**config.mk**
```make
export PLATFORM = sky130hd
export DESIGN_NAME = hb_mac_sched
export DESIGN_NICKNAME = d
export VERILOG_FILES = /design/src/rtl/hb_mac_sched.sv
export SDC_FILE = /design/constraint.sdc
export NUM_CORES = 1
export LEC_CHECK = 0
export ABC_AREA = 1
export CAP_MARGIN = 20
export CORE_ASPECT_RATIO = 1.2
export CORE_UTILIZATION = 57
export DETAILED_ROUTE_END_ITERATION = 7
export PLACE_DENSITY = 0.86
export SYNTH_ARGS = -nofsm -noshare
export SYNTH_HDL_FRONTEND = slang
export SYNTH_SLANG_ARGS = --single-unit
```
**constraint.sdc**
```tcl
create_clock -name clk -period 2.6 [get_ports clk]
set_input_delay 0.52 -clock clk [delete_from_list [all_inputs] [get_ports clk]]
set_output_delay 0.52 -clock clk [all_outputs]
set_load 0.01 [all_outputs]
```
**src/rtl/hb_mac_sched.sv**
```systemverilog
// Halfband 2:1 decimator MAC sequencer: ring write pointer, tap addressing/validity, accumulate control.
// Latency: start strobe at t -> MAC k=0 at t+1, CTR at t+20, clk_vld_out at t+20+PIPE.
// Backpressure: none; a start while busy goes to the pending slot (HB_MAC_SCHED_PEND_EN) or is dropped and sets ovf.
module hb_mac_sched #(
    parameter int AW   = 7,
    parameter int PIPE = 2
) (
    input  logic          clk,
    input  logic          rst,
    input  logic          clk_vld_in,
    input  logic          ovf_clr,
    output logic [AW-1:0] wr_addr,
    output logic [AW-1:0] rd_addr_a,
    output logic [AW-1:0] rd_addr_b,
    output logic          rd_a_vld,
    output logic          rd_b_vld,
    output logic [4:0]    coef_idx,
    output logic          coef_neg,
    output logic          acc_clr,
    output logic          acc_en,
    output logic          busy,
    output logic          clk_vld_out,
    output logic          ovf
);

    typedef enum logic [1:0] {
        IDLE = 2'd0,
        MAC  = 2'd1,
        CTR  = 2'd2
    } state_t;

    localparam logic [6:0] FILL_MAX = 7'd76;
    localparam logic [4:0] K_LAST   = 5'd18;

    state_t          state_q, state_d;
    logic [4:0]      k_q, k_d;
    logic [AW-1:0]   base_q, base_d;
    logic [6:0]      fcap_q, fcap_d;
    logic [6:0]      fill_q, fill_nxt;
    logic            phase_q;
    logic            start_req;
    logic            in_seq;
    logic            ovf_set;
    logic            ctr_direct;
    logic            pend_vld_q;
    logic [AW-1:0]   pend_base_q;
    logic [6:0]      pend_fill_q;
    logic [AW-1:0]   last_a_q, last_b_q;
    logic [PIPE-1:0] pipe_q;
    logic [AW-1:0]   two_k;
    logic [6:0]      age_a, age_b;

    // A strobe on the odd phase completes a sample pair and requests a new output.
    assign start_req = clk_vld_in & phase_q;
    assign in_seq    = (state_q != IDLE);

    // Fill seen by a sequence includes the sample being written in the start cycle.
    assign fill_nxt = (fill_q == FILL_MAX) ? FILL_MAX : fill_q + 7'd1;

    // Tap ages relative to x[n]: A walks forward from age 1, B walks back from age 75.
    assign two_k = AW'({k_q, 1'b0});
    assign age_a = {1'b0, k_q, 1'b0} + 7'd1;
    assign age_b = 7'd75 - {1'b0, k_q, 1'b0};

    // Ring write pointer, phase bit and saturating fill counter.
    always_ff @(posedge clk) begin
        if (rst) begin
            wr_addr <= '0;
            phase_q <= 1'b0;
            fill_q  <= '0;
        end else if (clk_vld_in) begin
            wr_addr <= wr_addr + AW'(1);
            phase_q <= ~phase_q;
            fill_q  <= fill_nxt;
        end
    end

`ifdef HB_MAC_SCHED_PEND_EN
    logic pend_take;

    // A request landing in CTR with an empty slot starts directly rather than
    // parking in the slot, otherwise it would be stranded once CTR goes IDLE.
    assign ctr_direct = (state_q == CTR) & start_req & ~pend_vld_q;
    assign pend_take  = start_req & in_seq & ~pend_vld_q & (state_q != CTR);
    assign ovf_set    = start_req & in_seq & pend_vld_q;

    // One-deep pending slot: captures base and fill, emptied when CTR consumes it.
    always_ff @(posedge clk) begin
        if (rst) begin
            pend_vld_q  <= 1'b0;
            pend_base_q <= '0;
            pend_fill_q <= '0;
        end else if (pend_take) begin
            pend_vld_q  <= 1'b1;
            pend_base_q <= wr_addr;
            pend_fill_q <= fill_nxt;
        end else if (state_q == CTR) begin
            pend_vld_q  <= 1'b0;
        end
    end
`else
    assign ctr_direct  = 1'b0;
    assign ovf_set     = start_req & in_seq;
    assign pend_vld_q  = 1'b0;
    assign pend_base_q = '0;
    assign pend_fill_q = '0;
`endif

    // Next-state: IDLE -> MAC k=0..18 -> CTR -> (MAC again if work queued, else IDLE).
    always_comb begin
        state_d = state_q;
        k_d     = k_q;
        base_d  = base_q;
        fcap_d  = fcap_q;
        case (state_q)
            IDLE: begin
                if (start_req) begin
                    state_d = MAC;
                    k_d     = '0;
                    base_d  = wr_addr;
                    fcap_d  = fill_nxt;
                end
            end
            MAC: begin
                if (k_q == K_LAST) begin
                    state_d = CTR;
                end else begin
                    k_d = k_q + 5'd1;
                end
            end
            CTR: begin
                if (pend_vld_q) begin
                    state_d = MAC;
                    k_d     = '0;
                    base_d  = pend_base_q;
                    fcap_d  = pend_fill_q;
                end else if (ctr_direct) begin
                    state_d = MAC;
                    k_d     = '0;
                    base_d  = wr_addr;
                    fcap_d  = fill_nxt;
                end else begin
                    state_d = IDLE;
                end
            end
            default: state_d = IDLE;
        endcase
    end

    // Sequencer state register.
    always_ff @(posedge clk) begin
        if (rst) begin
            state_q <= IDLE;
            k_q     <= '0;
            base_q  <= '0;
            fcap_q  <= '0;
        end else begin
            state_q <= state_d;
            k_q     <= k_d;
            base_q  <= base_d;
            fcap_q  <= fcap_d;
        end
    end

    // Per-step outputs; read addresses hold their last value when no step is active.
    always_comb begin
        rd_addr_a = last_a_q;
        rd_addr_b = last_b_q;
        rd_a_vld  = 1'b0;
        rd_b_vld  = 1'b0;
        coef_idx  = '0;
        coef_neg  = 1'b0;
        acc_clr   = 1'b0;
        acc_en    = 1'b0;
        busy      = 1'b0;
        case (state_q)
            MAC: begin
                rd_addr_a = base_q - AW'(1) - two_k;
                rd_addr_b = base_q - AW'(75) + two_k;
                rd_a_vld  = (age_a < fcap_q);
                rd_b_vld  = (age_b < fcap_q);
                coef_idx  = k_q;
                coef_neg  = k_q[0];
                acc_clr   = (k_q == 5'd0);
                acc_en    = 1'b1;
                busy      = 1'b1;
            end
            CTR: begin
                rd_addr_a = base_q - AW'(38);
                rd_a_vld  = (7'd38 < fcap_q);
                coef_idx  = 5'd19;
                acc_en    = 1'b1;
                busy      = 1'b1;
            end
            default: ;
        endcase
    end

    // Remember the last driven read addresses so they stay stable between sequences.
    always_ff @(posedge clk) begin
        if (rst) begin
            last_a_q <= '0;
            last_b_q <= '0;
        end else begin
            last_a_q <= rd_addr_a;
            last_b_q <= rd_addr_b;
        end
    end

    // Delay the CTR step by the datapath depth to flag the finished accumulation.
    always_ff @(posedge clk) begin
        if (rst) begin
            pipe_q <= '0;
        end else begin
            pipe_q[0] <= (state_q == CTR);
            for (int i = 1; i < PIPE; i++) begin
                pipe_q[i] <= pipe_q[i-1];
            end
        end
    end

    assign clk_vld_out = pipe_q[PIPE-1];

    // Sticky overrun flag; a new overrun beats a simultaneous clear.
    always_ff @(posedge clk) begin
        if (rst) begin
            ovf <= 1'b0;
        end else if (ovf_set) begin
            ovf <= 1'b1;
        end else if (ovf_clr) begin
            ovf <= 1'b0;
        end
    end

endmodule

```
======== Word level (Yosys, flattened, before mapping) ========
Cells that the tools add are included.
operators by class
  add/subtract/negate cells ............... 10
  $lt $le $gt $ge ......................... 3
  equality and inequality tests ........... 7
  mux-type cells .......................... 17
  bitwise operators ....................... 3
  reduce and logical (&&, ||, !) cells .... 9
operator list
  cell                   count
  $pmux W5 S2            2
  $add A7 B1 Y7 const B  2
  $lt A7 B7 Y1           2
  $mux W7                2
  $pmux W7 S2            1
  $mux W5                2
  $add A6 B1 Y7 const B  1
  $add A7 B6 Y7          1
  $eq A7 B7 Y1 const B   1
  $lt A6 B7 Y1 const A   1
  $sub A7 B1 Y7 const B  1
  $sub A7 B6 Y7          1
  $sub A7 B6 Y7 const A  1
  $sub A7 B6 Y7 const B  1
  $sub A7 B7 Y7 const B  1
  $mux W1                6
  $ne A2 B2 Y1 const B   3
  $reduce_bool A2 Y1     3
  $add A5 B1 Y5 const B  1
  $eq A5 B5 Y1 const B   1
  $logic_not A5 Y1       1
  $mux W2                2
  $pmux W2 S2            1
  $reduce_and A2 Y1      2
  8 further kinds        9
storage, ports and cells
  bits in registers ....................... 53
  input port bits ......................... 4
  output and inout port bits .............. 34
  word-level logic and storage cells ...... 60

======== Longest topological paths before layout ========
Gate-level depths: netlist of run 1.
  word-level depth ........................ 3
  mapped depth ............................ 16
  depth with buffers taken out ............ 16

======== Least setup slack after synthesis of run 1 ========
No wires, ideal clock.
  path type ............................... reg-to-output
  from .................................... register k_q[2]
  to ...................................... output rd_addr_b[6]
  arrival ................................. 1,901 ps
  data required time ...................... 2,080 ps
  path slack .............................. 179 ps
  stages on the path, launching flop included .. 15
  path buffers ............................ 0
  cell sequence ........................... dfxtp_1 > inv_1 > ha_1 > inv_1 > ha_1 > nand3_1 > nand2_1 > inv_1 > nand2_1 > nand2_1 > nand2_1 > nand3_1 > nand3_1 > nand2_1 > inv_2
on the way
  cells in the longest elaborated chain, start to end .. 2
ends and longest elaborated chain
  what                    RTL line  source
  from (decl)             36        logic [4:0] k_q, k_d;
  from (signal assigned)  159       k_q <= k_d;
  $add A7 B6 Y7           179       rd_addr_b = base_q - AW'(75) + two_k;
  $mux W7                 176       case (state_q)
  to (decl)               14        output logic [AW-1:0] rd_addr_b,
No other way between the ends.

======== Worst setup path in the final report of run 1 ========
  from .................................... register k_q[0]
  to ...................................... output rd_addr_b[5]
Same word-level chain as after synthesis.

==> results.cfg, run 1 <==
[logic_synthesis]
netlist_top_cells_area = dfxtp_1, ha_1, nand2_1
postSynthNetCount = 518
yosys_most_used_dff = dfxtp_1
asyncSetResetFlopFracSynth = 0
yosysMostFrequentCell = nand2_1
yosysUniqueCellTypes = 38
synth-seq-cells = 53
synth_top_area_cell = dfxtp_1
seq_area_frac_synth = 0.320
synth.cell_area_um2 = 3320
synth_top_cells_by_count = nand2_1, inv_1, dfxtp_1
synthesis.area_per_instance_um2 = 6.92
synth_top_cell_area_share = 0.320
synthCells = 480
number_of_flops_mapped_to_enable_cells_by_yosys = 0
ys_warn_count = 0

[layout]
area.sequential_um2 = 1080
final_core_util = 0.788
multi_input_comb_area_um2 = 2150
post-route-cell-area_um2 = 4440
fillerInstances = 394
antenna_cells = 0
area.growth.synth_to_final_pct = 33.6
final_net_count = 590
post_route_cells_drive_above_1_share = 0.271

[run_status]
outcome = finished, violations left
violations = negative setup slack

[routing]
drt-total-wl_um = 9850
detail_route.drc_violations = 0
drtPass1Iterations = 5
route.vias.total = 3485
wl_per_cell_um = 16.0
drt_iter0_drc = 226
ant_nets = 0
routed_via_density = 5.65

[global_routing]
grt_most_used_layer = met2
grt_max_degree = 31
grt.met3_usage = 0.0517
grt.total_usage = 0.288
met1_layer_usage_reported_by_global_route = 0.338
globalRoute.totalOverflow = 0
antenna_violations_before_repair = 0
global_route.usage.met2 = 0.512
global_route_wire_length_before_repair_um = 14100
first_global_vias = 3244

[timing]
maximum_clock_frequency_ghz = 0.375
finClkSkew_ns = 0.0133
final_max_slew_viol_count = 0
final.setup.tns_ns = -0.130
setup_viol_count_final = 3
min_period_ns = 2.67
min_period_over_period = 1.03
worst_slack_ns = -0.0685
tightest_slew_ns = 0.607
rsz_0062_raised_after_global_routing = yes
hold_violations = 0
maxSlewHeadroom = 0.595

[worst_setup_path]
cp-start-kind = flop
req_time_crit_path_ns = 2.08
crit_path_max_fanout = 3
criticalPathCategory = flop to primary output
slowest_stage_delay_cp_ns = 0.36
critical-path-slowest-cell = dfxtp_2
worst_ep_arrival_time_ns = 2.15
cp_cell_sequence = inv_2 -> ha_4 -> inv_4 -> ha_4 -> ha_4 -> inv_2 -> nand2_2 -> nand2_2 -> nand3_2 -> nand2_1 -> nand3_1 -> nand3_2 -> o21ai_2 -> inv_1 -> buf_2
timing.critical_path.mode_cell = ha_4
critical_path.endpoint_type = primary output
depth_of_the_most_critical_reg_to_reg_path = 21

[place]
place_congestion = 0.949
dp_hpwl_um = 5950
numPortBuffers = 37
dp_worst_setup_slack_ns = -0.152
placement.cell_area_um2 = 3970

[floorplan]
placement_rows = 30
floorplan.die.height_um = 85.6
io_pins = 38
starting_density_of_the_core = 0.590
design.die.area_um2 = 6140
core_area_um2 = 5630
fp.dieW_um = 71.7

[power]
p_leak_nw = 2.11
irDropWorstVdd_mv = 0.366
pwr_density_cell_nw_per_um2 = 516

[job]
max_cap_violations = 0

[clock_tree]
cts_root_buf = clkbuf_8
clock-sinks = 53
ctsHtreeMaxLevel = 2
numCtsBuffers = 5
clkTransAtPathRegs_ns = 0.10
clkLatencyLatePin_ns = 0.32
tritoncts_clock_tree = yes
cts-root-to-sink-buffers = 2

[min_path]
hold_class = flop to flop
timing.hold.worst_path_depth = 2
## layout by cell type, fill, tap and decap left out, types with 5 or more instances in the layout
cell type and instances:
nand2_1 67, inv_1 65, a21oi_1 45, dfxtp_1 45, buf_4 40, nor2_1 38, nand3_1 30, o21ai_0 25
clkdlybuf4s50_1 22, ha_1 20, inv_2 18, nand2_2 13, ha_4 13, o21ai_1 8, nand4_1 7, nand3_2 7
nor3_1 6, dfxtp_2 6, dlygate4sd2_1 6, inv_4 5, xor2_1 5, clkbuf_8 5
## worst max-delay path: cells and delay by family (launching register included)
family / cells / cell delay, ns
simple gates: 6 / 0.49
compound gates: 1 / 0.06
fa+ha+maj: 3 / 0.58
flops: 1 / 0.36
buf+inv: 5 / 0.34
## flip-flops by register name, summed over array words and instances, names as in the netlist
signal / flops
base_q: 7
fcap_q: 7
fill_q: 7
last_a_q: 7
last_b_q: 7
wr_addr: 7
k_q: 5
pipe_q: 2
state_q: 2
ovf: 1
phase_q: 1
## per-layer routing
metal	vias to the layer above	part of all wire
met5	-	0
met4	0	0.038
met3	40	0.055
met2	167	0.51
met1	1585	0.40
li1	1693	-
## cell families after synthesis
logic type                 share of synthesized area
and+or+nand+nor                                0.254
buffers and inverters                          0.122
AOI/OAI and AO/OA                              0.158
DFF                                            0.320
adders and majority gates                      0.130
xor gates and xnor gates                      0.0158
## cell type report
| class | count | share of cell area |
|---|---|---|
| timing repair buffer | 80 | 0.150 |
| sequential | 53 | 0.243 |
| inverter | 88 | 0.0773 |
| multi-input combinational | 324 | 0.485 |
| clock inverter | 3 | 0.0113 |
| tap | 64 | 0.0181 |
| clock buffer | 5 | 0.0155 |
## power breakdown
| part | switching [mW] | internal (mW) |
|---|---|---|
| clock | 0.308 | 0.296 |
| sequential | 0.0416 | 0.874 |
| combinational | 0.437 | 0.333 |
| total | 0.787 | 1.50 |
## path summary, 6_finish.rpt
path / to / start / slack (ns)
worst max-delay path: rd_addr_b[5] / k_q[0] / -0.07
worst min-delay path: pipe_q[1] / pipe_q[0] / 0.42
worst max register to register: last_b_q[4] / k_q[0] / 0.12
worst min register to register: pipe_q[1] / pipe_q[0] / 0.42
## stage by stage
stage	power, mW	hold WS (ns)	cells
after floorplan	1.33	0.388	480
after global placement	1.56	0.392	602
after detailed placement	1.58	0.406	602
after CTS	2.20	0.423	617
after global routing	2.39	0.446	617
final	2.29	0.418	617
## repair_timing
action / 4_1_cts / 5_1_grt
setup endpoints to repair: 19 / 16
resized for setup: 56 / 70
hold buffers: 0 / 0
pin swaps: 2 / 21
setup buffers: 7 / 2
Power figures use the tool's default switching activity.
==> inputs of run 2 (changes only) <==
Settings changed: SKIP_CTS_REPAIR_TIMING set to 1.
==> results.cfg, run 2 (synthesis results as in run 1) <==
[clock_tree]
cts-root-to-sink-buffers = 2
numCtsBuffers = 5
ctsHtreeMaxLevel = 2
cts_root_buf = clkbuf_8
clkLatencyLatePin_ns = 0.32
clock-sinks = 53
clkTransAtPathRegs_ns = 0.11
tritoncts_clock_tree = yes

[layout]
final_core_util = 0.777
fillerInstances = 402
layout.cells.most_common_list = nand2_1, inv_1, a21oi_1, dfxtp_1, nor2_1
area.growth.synth_to_final_pct = 31.7
post-route-cell-area_um2 = 4370
antenna_cells = 0
final_net_count = 584
post_route_cells_drive_above_1_share = 0.239
final_common_cell = nand2_1

[timing]
finClkSkew_ns = 0.0132
min_period_over_period = 1.05
hold_slack_ns = 0.418
final_max_slew_viol_count = 0
hold_violations = 0
maximum_clock_frequency_ghz = 0.365
maxSlewHeadroom = 0.590
final.setup.tns_ns = -0.183
tightest_slew_ns = 0.614
setup_viol_count_final = 2
worst_slack_ns = -0.142
min_period_ns = 2.74
rsz_0062_raised_after_global_routing = yes

[routing]
ant_nets = 0
wl_per_cell_um = 14.7
drtPass1Iterations = 5
drt-total-wl_um = 8990
routed_via_density = 5.56
drt_iter0_drc = 195
route.vias.total = 3400
detail_route.drc_violations = 0

[power]
sequential_share_of_power = 0.408
share_clk_of_total_power = 0.269
pwr_density_cell_nw_per_um2 = 513
internal_power_mw = 1.49
combPwrFrac = 0.324
total_switching_power_uw = 752
switching_share_of_power = 0.335
irDropWorstVdd_mv = 0.352
p_leak_nw = 2.19

[worst_setup_path]
crit_path_max_fanout = 3
depth_of_the_most_critical_reg_to_reg_path = 16
worst_ep_arrival_time_ns = 2.22
cp-start-kind = flop
criticalPathCategory = flop to primary output
critical_path.endpoint_type = primary output
req_time_crit_path_ns = 2.08

[floorplan]
starting_density_of_the_core = 0.590
fp.dieW_um = 71.7
design.die.area_um2 = 6140
placement_rows = 30
floorplan.die.height_um = 85.6
core_area_um2 = 5630
io_pins = 38

[job]
max_cap_violations = 0

[place]
numPortBuffers = 37
dp_worst_setup_slack_ns = -0.152
place_congestion = 0.949
dp_hpwl_um = 5950
placement.cell_area_um2 = 3970

[min_path]
hold_class = flop to flop
timing.hold.worst_path_depth = 2

[run_status]
violations = negative setup slack
outcome = finished, violations left

[global_routing]
antenna_violations_before_repair = 0
first_global_vias = 3030
grt_max_degree = 31
globalRoute.totalOverflow = 0
grt.total_usage = 0.272
global_route_wire_length_before_repair_um = 13300
-- run 2: changes by cell type in the layout (fill, tap and decap cells not counted), sizes merged --
| cell | change |
|---|---|
| buf | -9 |
| clkdlybuf4s50 | -1 |
| dlygate4sd2 | -6 |
| dlymetal6s2s | +10 |
-- run 2: stage by stage --
stage | power [mW] | cells
floorplan | 1.33 | 480
global placement | 1.56 | 602
detailed placement | 1.58 | 602
CTS | 2.17 | 610
global route | 2.36 | 611
finish | 2.24 | 611
-- run 2: critical path: stages (launching register included) --
cell and delay [ns]:
dfxtp_2 0.37, buf_4 0.12, ha_2 0.21, inv_2 0.06, nand2_2 0.07, nand2_2 0.06
inv_1 0.06, ha_2 0.18, inv_2 0.04, nand2_1 0.08, nand2_1 0.08, nand3_1 0.09
nand2_1 0.06, nand3_1 0.07, nand3_1 0.06, o21ai_1 0.11, inv_1 0.05, clkbuf_2 0.12
-- run 2: final timing paths --
| path | end | slack [ns] | start |
|---|---|---|---|
| max reg2reg | last_b_q[5] | 0.72 | k_q[0] |
| min reg2reg | pipe_q[1] | 0.42 | pipe_q[0] |
| max | rd_addr_b[5] | -0.14 | k_q[0] |
| min | pipe_q[1] | 0.42 | pipe_q[0] |
-- run 2: cell type report --
type / count / area (um^2) / area share
flip-flops and latches: 53 / 1070 / 0.245
repair buffers: 74 / 661 / 0.151
clock buffers: 5 / 68.8 / 0.0157
clock inverters: 3 / 50.0 / 0.0114
inverters: 88 / 335 / 0.0767
multi-input cells: 324 / 2110 / 0.482
well taps: 64 / 80.1 / 0.0183
-- run 2: power by group through the flow --
stage | clock [mW] | sequential (mW) | combinational (mW)
2_1_floorplan | 0 | 0.923 | 0.402
3_3_place_gp | 0 | 0.922 | 0.637
3_5_place_dp | 0 | 0.925 | 0.651
4_1_cts | 0.607 | 0.906 | 0.658
5_1_grt | 0.640 | 0.922 | 0.796
6_report | 0.603 | 0.915 | 0.727
-- run 2: routing by layer --
| layer | wire length (um) | share of wire | vias to the layer above | global-route usage |
|---|---|---|---|---|
| li1 | - | - | 1680 | - |
| met1 | 3760 | 0.42 | 1567 | 0.342 |
| met2 | 4560 | 0.51 | 130 | 0.473 |
| met3 | 484 | 0.054 | 23 | 0.0423 |
| met4 | 196 | 0.022 | 0 | 0.0873 |
| met5 | 0 | 0 | - | 0 |
==> inputs of run 3 (changes only) <==
Settings changed: GPL_TIMING_DRIVEN set to 0, PLACE_DENSITY 0.86 to 0.87.
==> results.cfg, run 3 (synthesis results as in run 1) <==
[layout]
fillerInstances = 416
final_common_cell = nand2_1
final_net_count = 571
multi_input_comb_area_um2 = 2090
layout.cells.most_common_list = nand2_1, inv_1, a21oi_1
finalNonFillerCells = 597
antenna_cells = 0
area.growth.synth_to_final_pct = 28.3
area.sequential_um2 = 1090
post_route_cells_drive_above_1_share = 0.210

[routing]
drt_iter0_drc = 254
wl_per_cell_um = 15.2
routed_via_density = 5.64
detail_route.drc_violations = 0
drt-total-wl_um = 9080
route.vias.total = 3366
drtPass1Iterations = 5
ant_nets = 0

[job]
max_cap_violations = 0

[timing]
finClkSkew_ns = 0.00556
maxSlewHeadroom = 0.575
tightest_slew_ns = 0.638
rsz_0062_raised_after_global_routing = yes
maximum_clock_frequency_ghz = 0.372
min_period_over_period = 1.03
hold_violations = 0
setup_viol_count_final = 2
final_max_slew_viol_count = 0
min_period_ns = 2.69
worst_slack_ns = -0.0858
final.setup.tns_ns = -0.123

[floorplan]
floorplan.die.height_um = 85.6
starting_density_of_the_core = 0.590
fp.dieW_um = 71.7
io_pins = 38
core_area_um2 = 5630
placement_rows = 30
design.die.area_um2 = 6140

[place]
post-place-cells = 581
dp_hpwl_um = 6040
numPortBuffers = 37
place_congestion = 0.906

[worst_setup_path]
depth_of_the_most_critical_reg_to_reg_path = 15
critical_path.endpoint_type = primary output
crit_path_max_fanout = 6
reg2reg_slack_ns = 0.76
cp-start-kind = flop
timing.rr.start = k_q[1]
criticalPathCategory = flop to primary output
critical_path.reg2reg.endpoint = last_b_q[5]
startpoint = k_q[1]
worst_ep_arrival_time_ns = 2.17
req_time_crit_path_ns = 2.08

[min_path]
timing.hold.worst_endpoint = pipe_q[1]
hold_class = flop to flop
timing.hold.worst_path_depth = 2
hold_start = pipe_q[0]

[clock_tree]
clock-sinks = 53
cts_root_buf = clkbuf_8
tritoncts_clock_tree = yes
clkTransAtPathRegs_ns = 0.10
clkLatencyLatePin_ns = 0.31
cts-root-to-sink-buffers = 2
ctsHtreeMaxLevel = 2
numCtsBuffers = 5

[power]
pwr_density_cell_nw_per_um2 = 514
irDropWorstVdd_mv = 0.405
p_leak_nw = 2.19

[run_status]
violations = negative setup slack
outcome = finished, violations left

[global_routing]
globalRoute.totalOverflow = 0
antenna_violations_before_repair = 0
grt_max_degree = 17
grt.total_usage = 0.267
global_route_wire_length_before_repair_um = 13100
first_global_vias = 2964
run 3: area by class of cell:
class	instances	share of cell area
clock inverter	2	0.00911
inverter	88	0.0805
sequential	53	0.257
buffer	14	0.0206
tap	64	0.0188
multi-input combinational	324	0.490
clock buffer	5	0.0162
timing repair buffer	47	0.108
run 3: how the worst max path moves through the flow:
| stage | to |
|---|---|
| floorplan | rd_addr_b[6] |
| global placement | rd_addr_b[6] |
| detailed placement | rd_addr_b[5] |
| CTS | rd_addr_b[6] |
| global route | rd_addr_b[5] |
| finish | rd_addr_b[5] |
run 3: per-layer routing:
| layer | global-route usage | part of all wire | up-vias |
|---|---|---|---|
| met2 | 0.486 | 0.51 | 133 |
| met1 | 0.319 | 0.41 | 1555 |
| li1 | - | - | 1653 |
| met3 | 0.0341 | 0.049 | 25 |
| met5 | 0 | 0 | - |
| met4 | 0.0927 | 0.030 | 0 |
run 3: metrics by stage:
step                      total power [mW]  setup slack [ns]  cell area (um^2)  hold slack, ns  utilization
after CTS                             2.12            -0.935              3880           0.414        0.689
after global placement                1.53            -0.532              3770           0.390        0.670
after global routing                  2.29            -0.204              4260           0.441        0.756
after detailed placement              1.56            -0.581              3770           0.400        0.670
final                                 2.19           -0.0858              4260           0.417        0.756
after floorplan                       1.33             0.179              3320           0.388            -
run 3: power breakdown:
part / switching, mW / internal (mW) / total (mW)
logic: 0.399 / 0.297 / 0.696
registers: 0.0483 / 0.870 / 0.918
clock network: 0.288 / 0.286 / 0.573
run 3: worst max-delay path: stages (launching register included):
cell,delay (ns)
dfxtp_4,0.41
inv_4,0.06
ha_4,0.26
inv_4,0.08
nand2_4,0.07
nand2_2,0.08
inv_2,0.04
ha_4,0.15
inv_2,0.06
nand2_2,0.04
nand2_2,0.08
nand3_2,0.08
nand2_1,0.08
nand3_1,0.06
nand3_1,0.09
o21ai_2,0.06
inv_1,0.05
buf_2,0.12
